==> config.mk <==
export PLATFORM = sky130hd
export DESIGN_NAME = dct_1d_pipe
export DESIGN_NICKNAME = d
export VERILOG_FILES = /design/src/rtl/dct_1d_pipe.sv
export SDC_FILE = /design/constraint.sdc
export NUM_CORES = 1
export LEC_CHECK = 0
export ABC_AREA = 1
export BUFFER_PORTS_ARGS = -buffer_cell sky130_fd_sc_hd__clkbuf_2
export CAP_MARGIN = 15
export CORE_UTILIZATION = 23
export CTS_CLUSTER_SIZE = 8
export DETAILED_ROUTE_END_ITERATION = 6
export PLACE_DENSITY = 0.46
export SETUP_SLACK_MARGIN = 0.4
export SLEW_MARGIN = 25
export SYNTH_ARGS = -nofsm -noshare
export SYNTH_HDL_FRONTEND = slang
export SYNTH_SLANG_ARGS = --single-unit
export TNS_END_PERCENT = 30
==> constraint.sdc <==
create_clock -name clk -period 11.83 [get_ports clk]
set_clock_uncertainty 0.2 [all_clocks]
set_input_delay 2.366 -clock clk [delete_from_list [all_inputs] [get_ports clk]]
set_output_delay 2.366 -clock clk [all_outputs]
set_load 0.02 [all_outputs]
==> src/rtl/dct_1d_pipe.sv <==
// dct_1d_pipe: 8-point integer DCT, 3-stage pipeline (butterfly, shift-add MAC, round/saturate)
module dct_1d_pipe #(
    parameter int IN_W  = 9,
    parameter int OUT_W = 10,
    parameter int NCOEF = 4,
    parameter int FRAC  = 5,
    parameter int RND   = 1
) (
    input  logic                 clk,
    input  logic                 rst_n,
    input  logic                 in_valid,
    output logic                 in_ready,
    input  logic [8*IN_W-1:0]    in_data,
    input  logic                 in_dc_alt,
    output logic                 out_valid,
    input  logic                 out_ready,
    output logic [8*OUT_W-1:0]   out_data,
    output logic                 out_sat,
    output logic [2:0]           out_row,
    output logic                 out_last
);
    localparam int W = IN_W + 10;
    typedef logic signed [W-1:0] acc_t;
    localparam acc_t MAXV = acc_t'((1 << (OUT_W - 1)) - 1);
    localparam acc_t MINV = acc_t'(-(1 << (OUT_W - 1)));
    localparam logic [5:0] CA = 6'd45, CB = 6'd63, CC = 6'd59, CD = 6'd53;
    localparam logic [5:0] CE = 6'd36, CF = 6'd24, CG = 6'd12;

    // Constant multiply built from shifted partial products
    function automatic acc_t cmul(acc_t v, logic [5:0] c);
        acc_t p;
        p = '0;
        for (int i = 0; i < 6; i++)
            if (c[i]) p = p + (v <<< i);
        return p;
    endfunction

    // Arithmetic shift with optional round-half-away-from-zero
    function automatic acc_t rnd_sh(acc_t v, int sh);
        acc_t h;
        h = '0;
        if (RND != 0 && sh > 0) h = acc_t'(1) <<< (sh - 1);
        if (v[W-1] && |h) h = h - acc_t'(1);
        return (v + h) >>> sh;
    endfunction

    logic en;
    acc_t x [8];
    acc_t ev [4];
    acc_t e_d [4], o_d [4], e_q [4], o_q [4];
    acc_t s_d [8], s_q [8];
    acc_t y_d [8];
    logic v1_q, v2_q, dc1_q, dc2_q;
    logic out_valid_q, out_sat_q, sat_d;
    logic [8*OUT_W-1:0] out_data_q, out_d;
    logic [2:0] out_row_q;

    assign en        = !out_valid_q || out_ready;
    assign in_ready  = en;
    assign out_valid = out_valid_q;
    assign out_data  = out_data_q;
    assign out_sat   = out_sat_q;
    assign out_row   = out_row_q;
    assign out_last  = out_valid_q && (out_row_q == 3'd7);

    // Stage 1: first- and second-level butterfly on the sign-extended samples
    always_comb begin
        for (int n = 0; n < 8; n++)
            x[n] = acc_t'($signed(in_data[(8-n)*IN_W-1 -: IN_W]));
        for (int n = 0; n < 4; n++) begin
            ev[n]  = x[n] + x[7-n];
            o_d[n] = x[n] - x[7-n];
        end
        e_d[0] = (ev[0] + ev[3]) + (ev[1] + ev[2]);
        e_d[1] = (ev[0] + ev[3]) - (ev[1] + ev[2]);
        e_d[2] = ev[0] - ev[3];
        e_d[3] = ev[1] - ev[2];
    end

    // Stage 2: even and odd coefficient sums from the butterfly terms
    always_comb begin
        s_d[0] = cmul(e_q[0], CA);
        s_d[4] = cmul(e_q[1], CA);
        s_d[2] = cmul(e_q[2], CC) + cmul(e_q[3], CF);
        s_d[6] = cmul(e_q[2], CF) - cmul(e_q[3], CC);
        s_d[1] = cmul(o_q[0], CB) + cmul(o_q[1], CD) + cmul(o_q[2], CE) + cmul(o_q[3], CG);
        s_d[3] = cmul(o_q[0], CD) - cmul(o_q[1], CG) - cmul(o_q[2], CB) - cmul(o_q[3], CE);
        s_d[5] = cmul(o_q[0], CE) - cmul(o_q[1], CB) + cmul(o_q[2], CG) + cmul(o_q[3], CD);
        s_d[7] = cmul(o_q[0], CG) - cmul(o_q[1], CE) + cmul(o_q[2], CD) - cmul(o_q[3], CB);
    end

    // Stage 3: scale, round, clip and zero the coefficients that are not kept
    always_comb begin
        out_d = '0;
        sat_d = 1'b0;
        for (int k = 0; k < 8; k++) begin
            y_d[k] = rnd_sh(s_q[k], (k == 0 && dc2_q) ? FRAC + 2 : FRAC);
            if (k < NCOEF) begin
                sat_d = sat_d | (y_d[k] > MAXV) | (y_d[k] < MINV);
                out_d[(8-k)*OUT_W-1 -: OUT_W] = (y_d[k] > MAXV) ? MAXV[OUT_W-1:0] :
                                                (y_d[k] < MINV) ? MINV[OUT_W-1:0] :
                                                y_d[k][OUT_W-1:0];
            end
        end
    end

    // All stages advance together on the shared enable; row counts delivered beats
    always_ff @(posedge clk) begin
        if (!rst_n) begin
            v1_q        <= 1'b0;
            v2_q        <= 1'b0;
            out_valid_q <= 1'b0;
            out_sat_q   <= 1'b0;
            out_data_q  <= '0;
            out_row_q   <= 3'd0;
        end else begin
            if (en) begin
                v1_q        <= in_valid;
                dc1_q       <= in_dc_alt;
                e_q         <= e_d;
                o_q         <= o_d;
                v2_q        <= v1_q;
                dc2_q       <= dc1_q;
                s_q         <= s_d;
                out_valid_q <= v2_q;
                out_data_q  <= out_d;
                out_sat_q   <= sat_d;
            end
            if (out_valid_q && out_ready) out_row_q <= out_row_q + 3'd1;
        end
    end
endmodule
==> qor.yml <==
placed_design:
  place.gp.congestion: 0.839
  dpl.hpwl_microns: 55100
  io_buffers: 123
floorplan:
  initial_utilization_pct: 23.3
  fp-row-count: 121
  die_area_sq_um: 112000
  core_area_sq_um: 109000
  die_y_microns: 334
  top_level_ports: 164
  die_x_microns: 334
worst_setup_path:
  cpPeakStageDelay_ns: 0.45
  critPathMaxFanout: 12
  crit_chain: "clkbuf_2 -> ha_1 -> inv_1 -> fa_1 -> o31ai_1 -> a21oi_1 -> o21bai_1 -> xor2_1 -> inv_1 -> ha_1 -> inv_1 -> nor2_1 -> o21ai_0 -> nand2_1 -> nand2_1 -> a22o_1 -> ha_1 -> nand2_1 -> inv_1 -> a221oi_1 -> nand2_1 -> xor2_1"
  reg2reg_from: "o_q[1]"
  rr_endpoint: "s_q[130]"
  startpoint_type: "input pin"
  arrival_ns: 6.69
  r2r_slack_ns: 5.24
  reg2reg_depth: 23
  worst_ep_required_time_ns: 11.92
  slowest_stage: "ha_1"
  crit_type: "in2reg"
  endpoint_kind: "register"
sta:
  period_needed_ns: 6.60
  worstMarginPinSlew_ns: 1.20
  fin_setup_tns_ns: 0
  max_freq_ghz: 0.151
  period_share_pct: 55.8
  slew_viol_final: 0
  rsz0062_at_grt: "false"
  setup_viol: 0
  hold_viol_final: 0
  relSlewSlack_pct: 19.8
clock_network:
  post-cts-setup-buffers: 0
  cts_root_buf: "clkbuf_16"
  clkLatencyLatePin_ns: 0.56
  clockBufferDepth: 3
  htree_levels: 2
  cts_made_buffers: 34
  clk_pin_slew_ns: 0.06
  cts_resized: 0
  ctsHoldBuffers: 0
  cts.sinks: 206
  tritoncts: "yes"
route:
  wire_per_inst_microns: 14.8
  drtPass1Iterations: 5
  vias: 17700
  drc_errors: 0
  vias_per_cell: 4.03
  routed_wl_microns: 64800
  drt_iter0_markers: 892
  ant_nets: 0
global_routing:
  grt_pass1_wl_microns: 102000
  grt_use_total_pct: 11.9
  grt_start_max_net_pins: 163
  antenna_found_initial: 7
  grt_pass1_vias: 17700
  grt_overflow: 0
run_status:
  status: "complete, no violations"
min_path:
  hold_end: "dc2_q"
  hold_start: "dc1_q"
  min_path_cells: 0
  hold_path.class: "reg2reg"
logic_synthesis:
  synthCells: 2752
  synth-edff-count: 159
  netlist_area_sq_um: 25400
  synth_cell_type_count: 52
  yosysWarnings: 0
  syn_area_per_cell_sq_um: 9.22
  async_reset_ff_share_pct: 0
  synth_seq_cells: 206
  synthFlopType: "edfxtp_1"
  yosysSeqAreaShare_pct: 22.5
layout:
  drive_gt1_share_pct: 7.42
  num-fill-cells: 11800
  fin_nets: 3580
  num_antenna_cells: 0
  area_growth_pct: 13.1
run:
  cap_violations: 0
-- logic make-up after synthesis --
logic type	share of synthesized area (%)
buffers and inverters	10.7
AOI/OAI and AO/OA	8.97
xor gates and xnor gates	7.21
other	0.0148
adders and majority gates	39.7
and+or+nand+nor	10.9
DFF	22.5
-- layer usage --
metal | track usage [%] | share of wire, % | routed length, microns
met5 | 0 | 0.079 | 51
met4 | 2.45 | 1.6 | 1030
met3 | 2.33 | 5.3 | 3420
met2 | 16.7 | 39 | 25400
met1 | 18.4 | 54 | 34800
-- how the worst max path moves through the flow --
stage | slack, ns | depth (start not counted) | from | endpoint
after global placement | 4.66 | 22 | in_data[18] | e_q[68]
after CTS | 5.22 | 23 | o_q[1] | s_q[130]
after global routing | 4.69 | 23 | o_q[1] | s_q[130]
after floorplan | 1.60 | 4 | out_ready | out_data[49]
after detailed placement | 4.65 | 22 | in_data[18] | e_q[74]
final | 5.23 | 22 | in_data[18] | e_q[74]
-- sequential cells by signal (all words and copies together), names as in the netlist --
signal     count
dc1_q          1
dc2_q          1
e_q           41
o_q           40
out_data      40
out_row        3
out_sat        1
out_valid      1
s_q           76
v1_q           1
v2_q           1
-- cell usage after synthesis, types with 22 or more instances --
cell / instances / area, sq um
a21oi_1: 198 / 991
buf_4: 40 / 300
dfxtp_1: 47 / 941
edfxtp_1: 159 / 4770
fa_1: 323 / 6470
ha_1: 288 / 3600
inv_1: 615 / 2310
nand2_1: 334 / 1250
nand3_1: 86 / 430
nand4_1: 22 / 138
nor2_1: 126 / 473
nor3_1: 28 / 140
o21ai_0: 106 / 531
o21bai_1: 27 / 203
xnor2_1: 37 / 324
xor2_1: 172 / 1510
-- area by class of cell --
class	instances	area [sq um]	share of cell area, %
multi-input combinational	1903	17100	59.6
clock buffer	50	983	3.43
timing repair buffer	131	688	2.40
clock inverter	5	46.3	0.161
inverter	616	2310	8.06
sequential	206	5720	19.9
tap	1476	1850	6.44
-- per-stage QoR --
| step | hold WS [ns] | instances | setup WS (ns) | utilization (%) | cell area, sq um |
|---|---|---|---|---|---|
| after floorplan | 0.200 | 2791 | 1.60 | - | 25500 |
| after global placement | 0.202 | 4332 | 4.66 | 25.3 | 27700 |
| after detailed placement | 0.205 | 4332 | 4.65 | 25.3 | 27700 |
| after CTS | 0.220 | 4387 | 5.22 | 26.3 | 28700 |
| after global routing | 0.223 | 4387 | 4.69 | 26.3 | 28700 |
| final | 0.221 | 4387 | 5.23 | 26.3 | 28700 |
-- placed cells by master, fill, tap and decap left out, types with 6 or more instances in the layout --
master,count
edfxtp_1,159
clkbuf_16,36
o21bai_1,27
inv_1,615
buf_4,7
o21a_1,6
nand2_2,7
nor2_1,125
nor3_1,28
nand4_1,22
o21ai_0,106
nand2_1,334
a21oi_1,198
o31ai_1,19
ha_1,288
clkbuf_2,123
or2_2,16
nand3_1,86
dfxtp_1,47
xor2_1,172
a31oi_1,6
a21o_1,7
fa_1,323
conb_1,40
clkbuf_1,11
xnor2_1,37
-- critical path, delay by kind of cell --
family / cells / cell delay, ns
AND/OR/NAND/NOR: 5 / 0.57
buffers and inverters: 5 / 0.42
XOR/XNOR: 2 / 0.41
adder cells (fa/ha/maj): 4 / 1.61
AO/OA/AOI/OAI: 6 / 1.30
Power is not shown: default switching activity piles up to over one toggle a cycle in this logic, so the estimate is an artifact.
